==> config.mk <==
export PLATFORM = sky130hd
export DESIGN_NAME = reorder_buffer_commit
export DESIGN_NICKNAME = d
export VERILOG_FILES = /design/src/rtl/rob_pkg.sv /design/src/rtl/reorder_buffer_commit.sv
export SDC_FILE = /design/constraint.sdc
export NUM_CORES = 1
export LEC_CHECK = 0
export CORE_AREA = 2 2 124 246
export CTS_CLUSTER_DIAMETER = 60
export DETAILED_ROUTE_END_ITERATION = 8
export DIE_AREA = 0 0 126 248
export REMOVE_ABC_BUFFERS = 1
export SLEW_MARGIN = 40
export SYNTH_ARGS = -nofsm -noshare
export SYNTH_HDL_FRONTEND = slang
export SYNTH_SLANG_ARGS = --single-unit
==> constraint.sdc <==
create_clock -name clk -period 3.6 [get_ports clk]
set_clock_uncertainty 0.1 [all_clocks]
set_input_delay 0.9 -clock clk [delete_from_list [all_inputs] [get_ports clk]]
set_output_delay 0.9 -clock clk [all_outputs]
set_load 0.1 [all_outputs]
==> src/rtl/rob_pkg.sv <==
// Shared types for the reorder buffer: entry lifecycle state and per-entry payload.
package rob_pkg;

    localparam int ROB_ADDR_W = 4;
    localparam int ROB_DEPTH  = 1 << ROB_ADDR_W;
    localparam int ARCH_REG_W = 5;
    localparam int PHY_REG_W  = 6;

    typedef enum logic [1:0] {
        ROB_FREE    = 2'd0,
        ROB_WAITING = 2'd1,
        ROB_DONE    = 2'd2
    } rob_state_e;

    typedef struct packed {
        rob_state_e            state;
        logic                  with_write;
        logic [PHY_REG_W-1:0]  phy_wr_reg;
        logic [ARCH_REG_W-1:0] arch_wr_reg;
    } rob_entry_t;

endpackage

==> src/rtl/reorder_buffer_commit.sv <==
// In-order retirement buffer: allocate at tail, complete by id, retire one per cycle
// from the head toward the rename/free-list stage.
module reorder_buffer_commit
    import rob_pkg::*;
#(
    parameter int ROB_ADDR_WIDTH         = ROB_ADDR_W,
    parameter int ARCH_REG_NUM_WIDTH     = ARCH_REG_W,
    parameter int PHYSICAL_REG_NUM_WIDTH = PHY_REG_W
) (
    input  logic                              clk,
    input  logic                              reset,
    input  logic                              alloc_valid,
    input  logic                              alloc_with_write,
    input  logic [PHYSICAL_REG_NUM_WIDTH-1:0] alloc_phy_wr_reg,
    input  logic [ARCH_REG_NUM_WIDTH-1:0]     alloc_arch_wr_reg,
    output logic                              alloc_ready,
    output logic [ROB_ADDR_WIDTH-1:0]         alloc_rob_id,
    input  logic                              cmpl_valid,
    input  logic [ROB_ADDR_WIDTH-1:0]         cmpl_rob_id,
    output logic                              commit_valid,
    output logic                              commit_with_write,
    output logic [PHYSICAL_REG_NUM_WIDTH-1:0] commited_wr_register,
    output logic [ARCH_REG_NUM_WIDTH-1:0]     commited_arch_reg,
    output logic [ROB_ADDR_WIDTH:0]           rob_count
);

    localparam int DEPTH = 1 << ROB_ADDR_WIDTH;
    localparam int CNT_W = ROB_ADDR_WIDTH + 1;

    rob_entry_t                entries_q [DEPTH];
    rob_entry_t                entries_d [DEPTH];
    logic [ROB_ADDR_WIDTH-1:0] head_q, head_d;
    logic [ROB_ADDR_WIDTH-1:0] tail_q, tail_d;
    logic [CNT_W-1:0]          count_q, count_d;
    rob_entry_t                head_e;
    logic                      alloc_fire;

    always_comb begin
        entries_d = entries_q;
        head_d    = head_q;
        tail_d    = tail_q;
        count_d   = count_q;

        // Registered count only: a full buffer stays closed even while retiring.
        alloc_ready  = count_q < CNT_W'(DEPTH);
        alloc_fire   = alloc_valid && alloc_ready;
        alloc_rob_id = tail_q;
        rob_count    = count_q;

        head_e            = entries_q[head_q];
        commit_valid      = head_e.state == ROB_DONE;
        commit_with_write = commit_valid && head_e.with_write;
        commited_wr_register = commit_with_write ? head_e.phy_wr_reg  : '0;
        commited_arch_reg    = commit_with_write ? head_e.arch_wr_reg : '0;

        if (cmpl_valid && entries_q[cmpl_rob_id].state == ROB_WAITING) begin
            entries_d[cmpl_rob_id].state = ROB_DONE;
        end

        if (commit_valid) begin
            entries_d[head_q].state = ROB_FREE;
            head_d = head_q + 1'b1;
        end

        // Tail is never the committing head here: alloc needs count < DEPTH.
        if (alloc_fire) begin
            entries_d[tail_q] = '{
                state:       ROB_WAITING,
                with_write:  alloc_with_write,
                phy_wr_reg:  alloc_phy_wr_reg,
                arch_wr_reg: alloc_arch_wr_reg
            };
            tail_d = tail_q + 1'b1;
        end

        unique case ({alloc_fire, commit_valid})
            2'b10:   count_d = count_q + 1'b1;
            2'b01:   count_d = count_q - 1'b1;
            default: count_d = count_q;
        endcase
    end

    always_ff @(posedge clk or negedge reset) begin
        if (!reset) begin
            head_q  <= '0;
            tail_q  <= '0;
            count_q <= '0;
            for (int i = 0; i < DEPTH; i++) begin
                entries_q[i] <= '0;
            end
        end else begin
            head_q    <= head_d;
            tail_q    <= tail_d;
            count_q   <= count_d;
            entries_q <= entries_d;
        end
    end

endmodule

==> results.ini <==
[grt]
grtUsageTotal_pct = 19.1
grt_pass1_wl_um = 45700
grt-ovfl-total = 0
grt_max_degree = 83
antenna_found_initial = 0
grt_pass1_vias = 7719

[place]
port_buffers = 42
post-dp-hpwl_um = 19200
dpl_worst_slack_ns = 0.0461
postPlaceCellArea_mm2 = 0.0127
gp_congestion = 0.877

[floorplanning]
dieArea_mm2 = 0.0312
rows = 89
core_area_mm2 = 0.0294
start_util_pct = 39.3
ios = 43
die_height_um = 248
die_w_um = 126

[power_and_ir_drop]
p_leak_nw = 5.91
p_per_area_mw_per_mm2 = 993
ir_drop_mv = 0.403

[setup_path]
max_stage_delay_ns = 0.51
reg2regPathDepth = 14
crit_start = head_q[0]
cp_cell_sequence = buf_12 -> mux4_2 -> mux4_2 -> a21boi_4 -> buf_12 -> and2_4 -> buf_12
worstPathRequired_ns = 2.60
r2r-end = rob_count[4]
cp_max_fo = 10
r2r_setup_slack_ns = 0.26
cpMostUsedCell = buf_12
crit_path_start_kind = register
crit_type = reg -> out
crit_path_end_kind = output pin
crit_slowest_cell = dfrtp_4
reg2reg_from = head_q[0]
crit_arrival_ns = 2.83

[sta]
period_needed_ns = 3.83
drv_slew = 0
holdWs_ns = 0.190
fmax_mhz = 261
worst_pin_slew_ns = 0.672
timing_hold_violations_final = 0
fin_crit_sh_pct = 107
setup_ws_ns = -0.235
slew_headroom_pct = 55.0
final-setup-viol-count = 13
rsz0062_at_grt = true

[yosys]
seq_area_frac_synth_pct = 51.4
ys_warn_count = 0
synth_top_flop_cell = dfrtp_1
synth_area_mm2 = 0.0115
synth_fa_ha_area_share_pct = 1.30
async_reset_ff_share_pct = 100
synth_edf_count = 0
syn_avg_cell_area_um2 = 14.8
synth_compound_area_share_pct = 4.32
ys_types = 56
synth_top_family_by_area = multiplexers
synthMuxAreaShare_pct = 34.1
synthesis.instances = 781
ys_ff_latch = 237
synth-xor-area-share_pct = 0.835
synth-simple-area-share_pct = 4.74

[layout]
layout-drive-gt1-share_pct = 48.7
area_delta_synth_final_pct = 17.9
final_area_mm2 = 0.0136
multiInputGateArea_mm2 = 0.00529
n_antenna_cell = 0
nets = 882
final_common_cell = dfrtp_1
layout_common_cells = dfrtp_1, mux2_2, mux4_2
regArea_mm2 = 0.00594
fillers = 2657

[status]
outcome = complete, but fails checks
violations = negative setup slack

[route]
drt-initial-drc-count = 373
ant_nets = 0
drt_pass1_iterations = 4
via_count = 6967
wl_per_cell_um = 23.4
vias_per_cell = 5.68
routed_wl_um = 28700
drc = 0

[clock_tree]
cts_hold_buf = 0
ctsHtreeMaxLevel = 1
clockBufferDepth = 3
root_buffer = clkbuf_16
tritoncts = built
clock_latency_ns = 0.52
cts.reportedPaths.clkPinSlew_ns = 0.07
clock-sinks = 237
numCtsBuffers = 22

[worst_hold_path]
worstHoldPathType = in -> async

[job]
maxCapViolations = 0

-- power breakdown --
| part | switching [mW] | internal, mW | leakage [nW] |
|---|---|---|---|
| sequential | 0.837 | 3.93 | 2.99 |
| combinational | 2.95 | 3.32 | 2.55 |
| clock | 1.02 | 1.46 | 0.370 |
| total | 4.80 | 8.70 | 5.91 |
-- flip-flops by register name, summed over array words and instances (netlist names) --
| signal | cells |
|---|---|
| rob_count | 5 |
| alloc_rob_id | 4 |
| entries_q | 224 |
| head_q | 4 |
-- Yosys cell counts (11+ instances only) --
library cell	instances	area (um^2)
nand2_1	23	86.3
mux4_2	56	1260
inv_1	14	52.6
mux2i_1	11	110
and2_1	11	68.8
clkbuf_1	36	135
ha_1	12	150
nand3_1	14	70.1
o21ai_0	14	70.1
nor2_1	26	97.6
mux2_2	195	2200
dfrtp_1	237	5930
-- worst max path at each step --
stage,end,slack (ns),cells after the start
global route,commited_wr_register[3],-0.28,6
global placement,commited_wr_register[5],0.06,7
CTS,commited_wr_register[0],-0.28,8
finish,commited_wr_register[4],-0.23,7
detailed placement,commited_wr_register[4],0.05,7
floorplan,commited_arch_reg[0],-2.74,5
-- metal layers --
| metal | global-route usage [%] | part of all wire (%) | up-vias |
|---|---|---|---|
| met2 | 34.6 | 54 | 142 |
| met3 | 2.09 | 2.9 | 59 |
| met4 | 9.47 | 4.6 | 0 |
| li1 | - | - | 3050 |
| met1 | 22.3 | 38 | 3716 |
| met5 | 0 | 0 | - |
-- repair_timing --
item | in CTS | in global routing
gates resized for setup | 14 | 17
endpoints found under the setup margin | 13 | 14
pin swaps | 3 | 1
gates cloned | 1 | 0
buffers inserted | 11 | 2
hold endpoints to repair | 0 | 0
-- stage by stage --
step	power, mW	TNS [ns]	util, %	cells
final	13.5	-2.78	46.3	1227
after global routing	14.3	-3.33	46.3	1227
after CTS	13.6	-3.36	46.1	1226
after detailed placement	10.8	0	43.1	1177
after global placement	10.7	0	43.1	1177
after floorplan	8.92	-56.83	-	725
-- cells by family (layout without fill, tap and decap cells) --
kind of cell / count (synthesis) / in the layout
buffers and inverters: 71 / 153
multiplexers: 277 / 277
flip-flops: 237 / 237
XOR/XNOR: 11 / 11
adder cells (fa/ha/maj): 12 / 12
AO/OA/AOI/OAI: 66 / 66
AND/OR/NAND/NOR: 107 / 107
-- area by class of cell --
type	instances	area share (%)
Clock inverter	7	0.828
Tap cell	364	3.35
Sequential cell	237	43.6
Timing Repair Buffer	101	8.19
Multi-Input combinational cell	473	38.9
Clock buffer	30	4.72
Inverter	15	0.414
-- worst max-delay path: cells and delay by family, from the launching register on --
| family | cells | cell delay [ns] |
|---|---|---|
| AOI/OAI and AO/OA | 1 | 0.16 |
| buffers and inverters | 3 | 0.50 |
| DFF | 1 | 0.51 |
| muxes | 2 | 0.98 |
| and+or+nand+nor | 1 | 0.15 |
No activity file was read; power rests on OpenSTA's default activity.
